`config.mk`:
```
export PLATFORM = sky130hd
export DESIGN_NAME = alu_issue_flat
export DESIGN_NICKNAME = d
export VERILOG_FILES = /design/src/rtl/alu_issue_if.sv /design/src/rtl/alu_issue.sv /design/src/flat_wrapper.sv
export SDC_FILE = /design/constraint.sdc
export NUM_CORES = 1
export LEC_CHECK = 0
export CAP_MARGIN = 10
export CORE_ASPECT_RATIO = 0.75
export CORE_MARGIN = 10
export CORE_UTILIZATION = 39
export CTS_BUF_LIST = sky130_fd_sc_hd__clkbuf_4 sky130_fd_sc_hd__clkbuf_8 sky130_fd_sc_hd__clkbuf_16
export CTS_CLUSTER_DIAMETER = 60
export DETAILED_ROUTE_END_ITERATION = 10
export MAX_ROUTING_LAYER = met4
export PLACE_DENSITY = 0.88
export SLEW_MARGIN = 40
export SYNTH_ARGS = -nofsm -noshare
export SYNTH_HDL_FRONTEND = slang
export SYNTH_SLANG_ARGS = --single-unit
```
`constraint.sdc`:
```
create_clock -name clk -period 2 [get_ports clk]
set_input_delay 0.2 -clock clk [delete_from_list [all_inputs] [get_ports clk]]
set_output_delay 0.2 -clock clk [all_outputs]
set_load 0.005 [all_outputs]
```
`src/rtl/alu_issue_if.sv`:
```
// Issue-stage bus: upstream instruction handshake plus the decoded op toward execute.
// Latency: none (wires only).
// Backpressure: in_ready/out_ready carry the stall in each direction.
interface alu_issue_if;
  logic        in_valid;
  logic        in_ready;
  logic [31:0] inst;
  logic [31:0] pc;
  logic [31:0] rs1_data;
  logic [31:0] rs2_data;
  logic        out_valid;
  logic        out_ready;
  logic [31:0] alu_a;
  logic [31:0] alu_b;
  logic [3:0]  alu_ctr;
  logic [4:0]  rd;
  logic        rd_wen;
  logic        is_branch;
  logic [2:0]  br_f3;
  logic        illegal;

  // Driver side: supplies instructions and consumes issued ops.
  modport master (
    output in_valid, inst, pc, rs1_data, rs2_data, out_ready,
    input  in_ready, out_valid, alu_a, alu_b, alu_ctr, rd, rd_wen, is_branch, br_f3, illegal
  );

  // Stage side.
  modport slave (
    input  in_valid, inst, pc, rs1_data, rs2_data, out_ready,
    output in_ready, out_valid, alu_a, alu_b, alu_ctr, rd, rd_wen, is_branch, br_f3, illegal
  );
endinterface

```
`src/rtl/alu_issue.sv`:
```
// RV32I decode-and-issue: turns one instruction into ALU control code and operands.
// Latency: 1 cycle from accept to out_valid; throughput 1 op/cycle.
// Backpressure: single output slot; in_ready = !out_valid || out_ready.
module alu_issue (
  input  logic        clk,
  input  logic        rst,
  alu_issue_if.slave  bus
);

  localparam logic [6:0] OPC_OP     = 7'b0110011;
  localparam logic [6:0] OPC_OP_IMM = 7'b0010011;
  localparam logic [6:0] OPC_LUI    = 7'b0110111;
  localparam logic [6:0] OPC_AUIPC  = 7'b0010111;
  localparam logic [6:0] OPC_JAL    = 7'b1101111;
  localparam logic [6:0] OPC_JALR   = 7'b1100111;
  localparam logic [6:0] OPC_BRANCH = 7'b1100011;
  localparam logic [6:0] OPC_LOAD   = 7'b0000011;
  localparam logic [6:0] OPC_STORE  = 7'b0100011;

  localparam logic [3:0] CTR_ADD   = 4'b0000;
  localparam logic [3:0] CTR_SUB   = 4'b1000;
  localparam logic [3:0] CTR_SLL   = 4'b0001;
  localparam logic [3:0] CTR_SLT   = 4'b0010;
  localparam logic [3:0] CTR_SLTU  = 4'b1010;
  localparam logic [3:0] CTR_PASSB = 4'b0011;
  localparam logic [3:0] CTR_SRL   = 4'b0101;
  localparam logic [3:0] CTR_SRA   = 4'b1101;

  localparam logic [6:0] F7_ZERO = 7'b0000000;
  localparam logic [6:0] F7_ALT  = 7'b0100000;

  typedef struct packed {
    logic [31:0] a;
    logic [31:0] b;
    logic [3:0]  ctr;
    logic [4:0]  rd;
    logic        rd_wen;
    logic        is_branch;
    logic [2:0]  br_f3;
    logic        illegal;
  } issue_t;

  // Base funct3 -> ALU code; only SLTU differs from a plain zero-extension.
  function automatic logic [3:0] f3_ctr(input logic [2:0] f3);
    return (f3 == 3'b011) ? CTR_SLTU : {1'b0, f3};
  endfunction

  logic [6:0]  opc;
  logic [2:0]  f3;
  logic [6:0]  f7;
  logic [31:0] i_imm;
  logic [31:0] s_imm;
  logic [31:0] u_imm;
  logic [31:0] shamt;

  assign opc   = bus.inst[6:0];
  assign f3    = bus.inst[14:12];
  assign f7    = bus.inst[31:25];
  assign i_imm = {{20{bus.inst[31]}}, bus.inst[31:20]};
  assign s_imm = {{20{bus.inst[31]}}, bus.inst[31:25], bus.inst[11:7]};
  assign u_imm = {bus.inst[31:12], 12'b0};
  assign shamt = {27'b0, bus.inst[24:20]};

  issue_t dec;
  issue_t slot;
  logic   legal;
  logic   wen_ok;
  logic   accept;
  logic   out_valid_q;

  // Decode the presented instruction; illegal cases collapse to a zeroed ADD.
  always_comb begin
    dec        = '0;
    dec.rd     = bus.inst[11:7];
    dec.ctr    = CTR_ADD;
    legal      = 1'b1;
    wen_ok     = 1'b1;
    case (opc)
      OPC_OP: begin
        dec.a = bus.rs1_data;
        dec.b = bus.rs2_data;
        if (f7 == F7_ZERO)                    dec.ctr = f3_ctr(f3);
        else if (f7 == F7_ALT && f3 == 3'b000) dec.ctr = CTR_SUB;
        else if (f7 == F7_ALT && f3 == 3'b101) dec.ctr = CTR_SRA;
        else                                   legal   = 1'b0;
      end
      OPC_OP_IMM: begin
        dec.a = bus.rs1_data;
        if (f3 == 3'b001) begin
          dec.b   = shamt;
          dec.ctr = CTR_SLL;
          if (f7 != F7_ZERO) legal = 1'b0;
        end else if (f3 == 3'b101) begin
          dec.b = shamt;
          if (f7 == F7_ZERO)     dec.ctr = CTR_SRL;
          else if (f7 == F7_ALT) dec.ctr = CTR_SRA;
          else                   legal   = 1'b0;
        end else begin
          dec.b   = i_imm;
          dec.ctr = f3_ctr(f3);
        end
      end
      OPC_LUI: begin
        dec.b   = u_imm;
        dec.ctr = CTR_PASSB;
      end
      OPC_AUIPC: begin
        dec.a = bus.pc;
        dec.b = u_imm;
      end
      OPC_JAL: begin
        dec.a = bus.pc;
        dec.b = 32'd4;
      end
      OPC_JALR: begin
        dec.a = bus.pc;
        dec.b = 32'd4;
        if (f3 != 3'b000) legal = 1'b0;
      end
      OPC_BRANCH: begin
        dec.a         = bus.rs1_data;
        dec.b         = bus.rs2_data;
        dec.is_branch = 1'b1;
        dec.br_f3     = f3;
        wen_ok        = 1'b0;
        case (f3)
          3'b000, 3'b001: dec.ctr = CTR_SUB;
          3'b100, 3'b101: dec.ctr = CTR_SLT;
          3'b110, 3'b111: dec.ctr = CTR_SLTU;
          default:        legal   = 1'b0;
        endcase
      end
      OPC_LOAD: begin
        dec.a = bus.rs1_data;
        dec.b = i_imm;
      end
      OPC_STORE: begin
        dec.a  = bus.rs1_data;
        dec.b  = s_imm;
        wen_ok = 1'b0;
      end
      default: legal = 1'b0;
    endcase
    if (!legal) begin
      dec.a         = '0;
      dec.b         = '0;
      dec.ctr       = CTR_ADD;
      dec.is_branch = 1'b0;
      dec.br_f3     = '0;
    end
    dec.illegal = !legal;
    dec.rd_wen  = legal && wen_ok && (bus.inst[11:7] != 5'd0);
  end

  assign bus.in_ready = !out_valid_q || bus.out_ready;
  assign accept       = bus.in_valid && bus.in_ready;

  // Output slot: load on accept, drain on consume, hold while stalled.
  always_ff @(posedge clk) begin
    if (rst) begin
      out_valid_q <= 1'b0;
      slot        <= '0;
    end else if (accept) begin
      out_valid_q <= 1'b1;
      slot        <= dec;
    end else if (bus.out_ready) begin
      out_valid_q <= 1'b0;
    end
  end

  assign bus.out_valid = out_valid_q;
  assign bus.alu_a     = slot.a;
  assign bus.alu_b     = slot.b;
  assign bus.alu_ctr   = slot.ctr;
  assign bus.rd        = slot.rd;
  assign bus.rd_wen    = slot.rd_wen;
  assign bus.is_branch = slot.is_branch;
  assign bus.br_f3     = slot.br_f3;
  assign bus.illegal   = slot.illegal;

endmodule

```
`src/flat_wrapper.sv`:
```
// flat-port wrapper written by rule: the top's interface ports become plain ports
module alu_issue_flat 
  (clk, rst, bus_in_valid, bus_inst, bus_pc, bus_rs1_data, bus_rs2_data, bus_out_ready, bus_in_ready, bus_out_valid, bus_alu_a, bus_alu_b, bus_alu_ctr, bus_rd, bus_rd_wen, bus_is_branch, bus_br_f3, bus_illegal);
  alu_issue_if bus_i ();
  input  logic clk;
  input  logic rst;
  input wire logic [$bits(bus_i.in_valid)-1:0] bus_in_valid;
  input wire logic [$bits(bus_i.inst)-1:0] bus_inst;
  input wire logic [$bits(bus_i.pc)-1:0] bus_pc;
  input wire logic [$bits(bus_i.rs1_data)-1:0] bus_rs1_data;
  input wire logic [$bits(bus_i.rs2_data)-1:0] bus_rs2_data;
  input wire logic [$bits(bus_i.out_ready)-1:0] bus_out_ready;
  output wire logic [$bits(bus_i.in_ready)-1:0] bus_in_ready;
  output wire logic [$bits(bus_i.out_valid)-1:0] bus_out_valid;
  output wire logic [$bits(bus_i.alu_a)-1:0] bus_alu_a;
  output wire logic [$bits(bus_i.alu_b)-1:0] bus_alu_b;
  output wire logic [$bits(bus_i.alu_ctr)-1:0] bus_alu_ctr;
  output wire logic [$bits(bus_i.rd)-1:0] bus_rd;
  output wire logic [$bits(bus_i.rd_wen)-1:0] bus_rd_wen;
  output wire logic [$bits(bus_i.is_branch)-1:0] bus_is_branch;
  output wire logic [$bits(bus_i.br_f3)-1:0] bus_br_f3;
  output wire logic [$bits(bus_i.illegal)-1:0] bus_illegal;
  assign bus_i.in_valid = bus_in_valid;
  assign bus_i.inst = bus_inst;
  assign bus_i.pc = bus_pc;
  assign bus_i.rs1_data = bus_rs1_data;
  assign bus_i.rs2_data = bus_rs2_data;
  assign bus_i.out_ready = bus_out_ready;
  assign bus_in_ready = bus_i.in_ready;
  assign bus_out_valid = bus_i.out_valid;
  assign bus_alu_a = bus_i.alu_a;
  assign bus_alu_b = bus_i.alu_b;
  assign bus_alu_ctr = bus_i.alu_ctr;
  assign bus_rd = bus_i.rd;
  assign bus_rd_wen = bus_i.rd_wen;
  assign bus_is_branch = bus_i.is_branch;
  assign bus_br_f3 = bus_i.br_f3;
  assign bus_illegal = bus_i.illegal;
  alu_issue u_core (.clk(clk), .rst(rst), .bus(bus_i));
endmodule
```
# After elaboration in Yosys (flattened, before gate mapping)

Cells that the tools add are included.

Flip-flop bits (word level): 80
Output and inout bits: 81
Input bits: 132
Word-level logic and storage cells: 79

Multiplexer cells: 29
Reduce and logical (&&, ||, !) cells: 25
Equality and inequality tests: 16

Operator list:

| cell               | count |
|---|---|
| $pmux 32 s6        | 1 |
| $mux 36            | 2 |
| $mux 68            | 1 |
| $pmux 32 s2        | 1 |
| $mux 4             | 8 |
| $eq 7x6->1 const B | 4 |
| $eq 7x7->1 const B | 3 |
| $pmux 4 s4         | 1 |
| $eq 7x5->1 const B | 2 |
| $reduce_or 2->1    | 7 |
| $mux 1             | 13 |
| $eq 3x3->1 const B | 4 |
| $pmux 4 s3         | 1 |
| $reduce_or 5->1    | 2 |
| $eq 7x2->1 const B | 1 |
| $logic_not 7->1    | 1 |
| $reduce_bool 7->1  | 1 |
| $reduce_or 6->1    | 1 |
| $logic_and 1x1->1  | 5 |
| $pmux 1 s5         | 1 |
| $reduce_bool 5->1  | 1 |
| $eq 3x1->1 const B | 1 |
| $eq 3x2->1 const B | 1 |
| $logic_not 3->1    | 1 |
| 5 further kinds    | 6 |

# Depth between registers and ports, before layout

Word-level depth: 8
Depth in mapped cells: 8
Gate-level depth less buffers: 6

# Worst setup path before layout

No wires, ideal clock.

Path type: flip-flop to flip-flop
From: register u_core.out_valid_q (netlist: u_core.bus.out_valid)
To: register u_core.slot, in the netlist u_core.bus.alu_ctr[3]
Data required time: 1.916 ns
Arrival time: 1.612 ns
Path slack: 0.303 ns
Setup time: 0.084 ns
Cell stages (with the launch flop): 9
Period minus slack after synthesis: 1.697 ns
Path through: dfxtp_1 -> nand2b_1 -> and2_1 -> buf_2 -> nor2_1 -> buf_2 -> clkbuf_1 -> nand2_1 -> o31ai_2

Cells in the longest elaborated chain, start to end: 3

RTL lines:

| element                  | line               | source |
|---|---|---|
| start: declaration       | alu_issue.sv:69    | `logic out_valid_q;` |
| start signal: assignment | alu_issue.sv:161   | `out_valid_q <= 1'b0;` |
| start signal: assignment | alu_issue.sv:164   | `out_valid_q <= 1'b1;` |
| start signal: assignment | alu_issue.sv:167   | `out_valid_q <= 1'b0;` |
| $logic_not 1->1          | alu_issue.sv:155   | `assign bus.in_ready = !out_valid_q \|\| bus.out_ready;` |
| $logic_or 1x1->1         | alu_issue.sv:155   |  |
| named net bus_in_ready   | flat_wrapper.sv:13 | `output wire logic [$bits(bus_i.in_ready)-1:0] bus_in_ready;` |
| $logic_and 1x1->1        | alu_issue.sv:156   | `assign accept = bus.in_valid && bus.in_ready;` |
| end signal: assignment   | alu_issue.sv:162   | `slot <= '0;` |
| end signal: assignment   | alu_issue.sv:165   | `slot <= dec;` |
| end: declaration         | alu_issue.sv:65    | `issue_t slot;` |

The timed path passes the listed nets, and every way through them passes these cells.
A chain may end at the register's enable or synchronous reset.

# Worst setup path in the final report

From: input port bus_inst[2]
To: register u_core.slot, in the netlist u_core.bus.alu_ctr[2]

Cells in the longest elaborated chain, start to end: 4

RTL lines:

| element                                  | line              | source |
|---|---|---|
| start: declaration                       | flat_wrapper.sv:8 | `input wire logic [$bits(bus_i.inst)-1:0] bus_inst;` |
| $eq 7x6->1, or another cell as far along | alu_issue.sv:78   | `case (opc)` |
| $reduce_or 5->1 (no source line)         | -                 |  |
| $pmux 1 s5                               | alu_issue.sv:78   |  |
| $mux 68 *                                | alu_issue.sv:144  | `if (!legal) begin` |

Mark *: on every way between the ends. The rest lies on a longest branch, timed or not.

==> results_dict.tcl <==
set metrics [dict create \
    finalWirelength_mm 15.9 \
    global_route.usage.met1 0.264 \
    finalHoldViolCount 0 \
    finClkSkew_ns 0.00934 \
    dieHeight_microns 105 \
    drt_iter0_markers 349 \
    synth.distinct_cells 56 \
    reg2reg_depth 6 \
    min_period_ns 1.92 \
    wl_per_cell_microns 19.5 \
    syn_nets 576 \
    hold_path_class "input pin to flop" \
    cp.required_ns 2.25 \
    final_nets 817 \
    setup_viol 0 \
    critPathArrivalTime_ns 2.17 \
    htree_levels 3 \
    postRouteAntennaNets 0 \
    ys_ff_latch 80 \
    area_growth_pct 79.3 \
    cts_sinks 80 \
    leakagePower_nw 2.37 \
    grt_pass1_vias 4576 \
    clk_pin_slew_ns 0.06 \
    synth.most_common_cell "nand2_1" \
    firstDrtPassIters 6 \
    initial_core_util 0.408 \
    syn_area_per_cell_sq_um 8.51 \
    max_cap_viol_count 0 \
    synth_async_sr_flop_share 0 \
    portBuffers 212 \
    slew_violations 0 \
    cts_tree "yes" \
    yosys_warnings 0 \
    rsz0062_at_grt "false" \
    grt_pass1_wl_mm 24.4 \
    crit_path_start_kind "input pin" \
    outcome "finished clean" \
    antenna_found_initial 0 \
    totalPowerFinal_mw 3.96 \
    max_clock_freq_ghz 0.520 \
    reg2reg_slack_ns 0.59 \
    ys_seq_area_frac 0.427 \
    syn-cell-area_sq_um 3750 \
    synth_top_family_by_area "compound AO/OA/AOI/OAI gates" \
    synth_edf_count 0 \
    yosys-mux-area-fraction 0.00267 \
    power_density_nw_per_um2 588 \
    synthAdderAreaFrac 0.0100 \
    numCtsBuffers 9 \
    end_kind "flop" \
    place_hpwl_mm 12.6 \
    r2r-start "u_core.bus.out_valid" \
    finalCritPeriodShare 0.961 \
    drive_gt1_frac 0.140 \
    track_usage 0.224 \
    r2r_end "u_core.bus.alu_ctr[2]" \
    synthSimpleGateAreaFrac 0.172 \
    crit_path_end "u_core.bus.alu_ctr[2]" \
    die-area_sq_um 14000 \
    gp_congestion 0.951 \
    crit_fanout 31 \
    clockBufferDepth 2 \
    busiest_layer "met2" \
    coreArea_sq_um 9200 \
    grt_use_met2 0.363 \
    dr_total_vias 4464 \
    io_pins 213 \
    ys_top_cells_by_area "dfxtp_1, nand2_1, a22oi_1, o21ai_0, a221oi_1" \
    die_w_microns 133 \
    synth_compound_area_frac 0.323 \
    timing.hold.ws_ns 0.397 \
    via_per_inst 5.48 \
    tightest_slew_ns 0.495 \
    grt_max_degree 70 \
    diodes 0 \
    met3_usage 0.0541 \
    dpl_worst_slack_ns -0.314 \
    crit_path_start "bus_inst[2]" \
    relSlewSlack 0.667 \
    rows 30 \
    clk_latency_ns 0.34 \
    synth_ff_type "dfxtp_1" \
    synth_largest_type_area_fraction 0.427 \
    irDropWorstVdd_uv 353 \
    synth_top_area_cell "dfxtp_1" \
    synth_common_cells "nand2_1, dfxtp_1, o21ai_0" \
    overflow 0 \
    root_buffer "clkbuf_16" \
    synth_cells 441 \
    setup_slack_ns 0.0783 \
    synth_xor_area_frac 0.00700 \
    post-route-drc-count 0 \
    critical_path_class "input pin to flop" \
    cts_hold_buf 0 \
]
==> stage by stage <==
step / area (sq um) / instances / utilization / TNS, ns
floorplan: 3750 / 441 / - / 0
global placement: 6380 / 798 / 0.694 / -14.09
detailed placement: 6380 / 798 / 0.694 / -14.15
CTS: 6700 / 814 / 0.729 / 0
global route: 6730 / 815 / 0.732 / 0
finish: 6730 / 815 / 0.732 / 0
==> critical path, stage by stage <==
cell	delay [ns]
clkdlybuf4s50_1	0.52
nand4bb_1	0.41
nor4b_4	0.45
o31ai_4	0.15
buf_12	0.19
o31ai_1	0.24
==> logic make-up (layout without fill, tap and decap cells) <==
group,after synthesis,in the layout
AOI/OAI and AO/OA,176,176
xor gates and xnor gates,3,3
adders and majority gates,3,3
buffers and inverters,45,291
DFF,80,80
muxes,1,1
and+or+nand+nor,133,133
==> cell type report <==
class	count	area [sq um]
Sequential cell	80	1600
Inverter	7	26.3
Timing Repair Buffer	268	2650
Multi-Input combinational cell	316	1970
Tap cell	128	160
Fill cell	689	2470
Clock inverter	5	81.3
Clock buffer	11	240
==> what timing repair did <==
action | in CTS | in global routing
setup endpoints to repair | 0 | 15
resized for setup | 0 | 5
setup buffers | 0 | 1
==> power breakdown <==
group / switching, mW / internal (mW)
clock: 0.651 / 1.12
combinational: 0.221 / 0.356
sequential: 0.00478 / 1.60
total: 0.877 / 3.08
==> cells in the final DEF, fill, tap and decap left out, drive strengths merged, types with 3 or more instances in the layout <==
master,n
clkdlybuf4s50,209
nand2,91
dfxtp,80
o21ai,75
buf,56
a22oi,43
a221oi,19
a21oi,14
clkbuf,11
inv,7
nor2,5
nor3,5
nand2b,4
nor2b,4
a22o,4
and2,4
o2111ai,4
nand3,3
ha,3
dlymetal6s2s,3
o31ai,3
==> flip-flops by register name, summed over array words and instances (netlist names) <==
name and flops:
u_core.bus.alu_a 32, u_core.bus.alu_b 32, u_core.bus.out_valid 1, u_core.bus.alu_ctr 4
u_core.bus.illegal 1, u_core.bus.rd_wen 1, u_core.bus.br_f3 3, u_core.bus.rd 5
u_core.bus.is_branch 1
==> routing by layer <==
layer / vias up / wire, microns
met5: - / 0
met4: 0 / 411
met3: 29 / 1210
met2: 239 / 7590
met1: 2093 / 6660
li1: 2103 / -
==> worst min-delay path by stage <==
stage | to | depth (start not counted) | from | slack, ns
floorplan | u_core.bus.is_branch | 1 | rst | 0.27
global route | u_core.bus.alu_ctr[2] | 4 | bus_inst[14] | 0.43
global placement | u_core.bus.alu_b[8] | 2 | u_core.bus.alu_b[8] | 0.43
finish | u_core.bus.alu_ctr[2] | 4 | bus_inst[14] | 0.40
detailed placement | u_core.bus.alu_a[1] | 2 | u_core.bus.alu_a[1] | 0.44
CTS | u_core.bus.alu_a[1] | 2 | u_core.bus.alu_a[1] | 0.45
(Power assumes the default switching activity.)
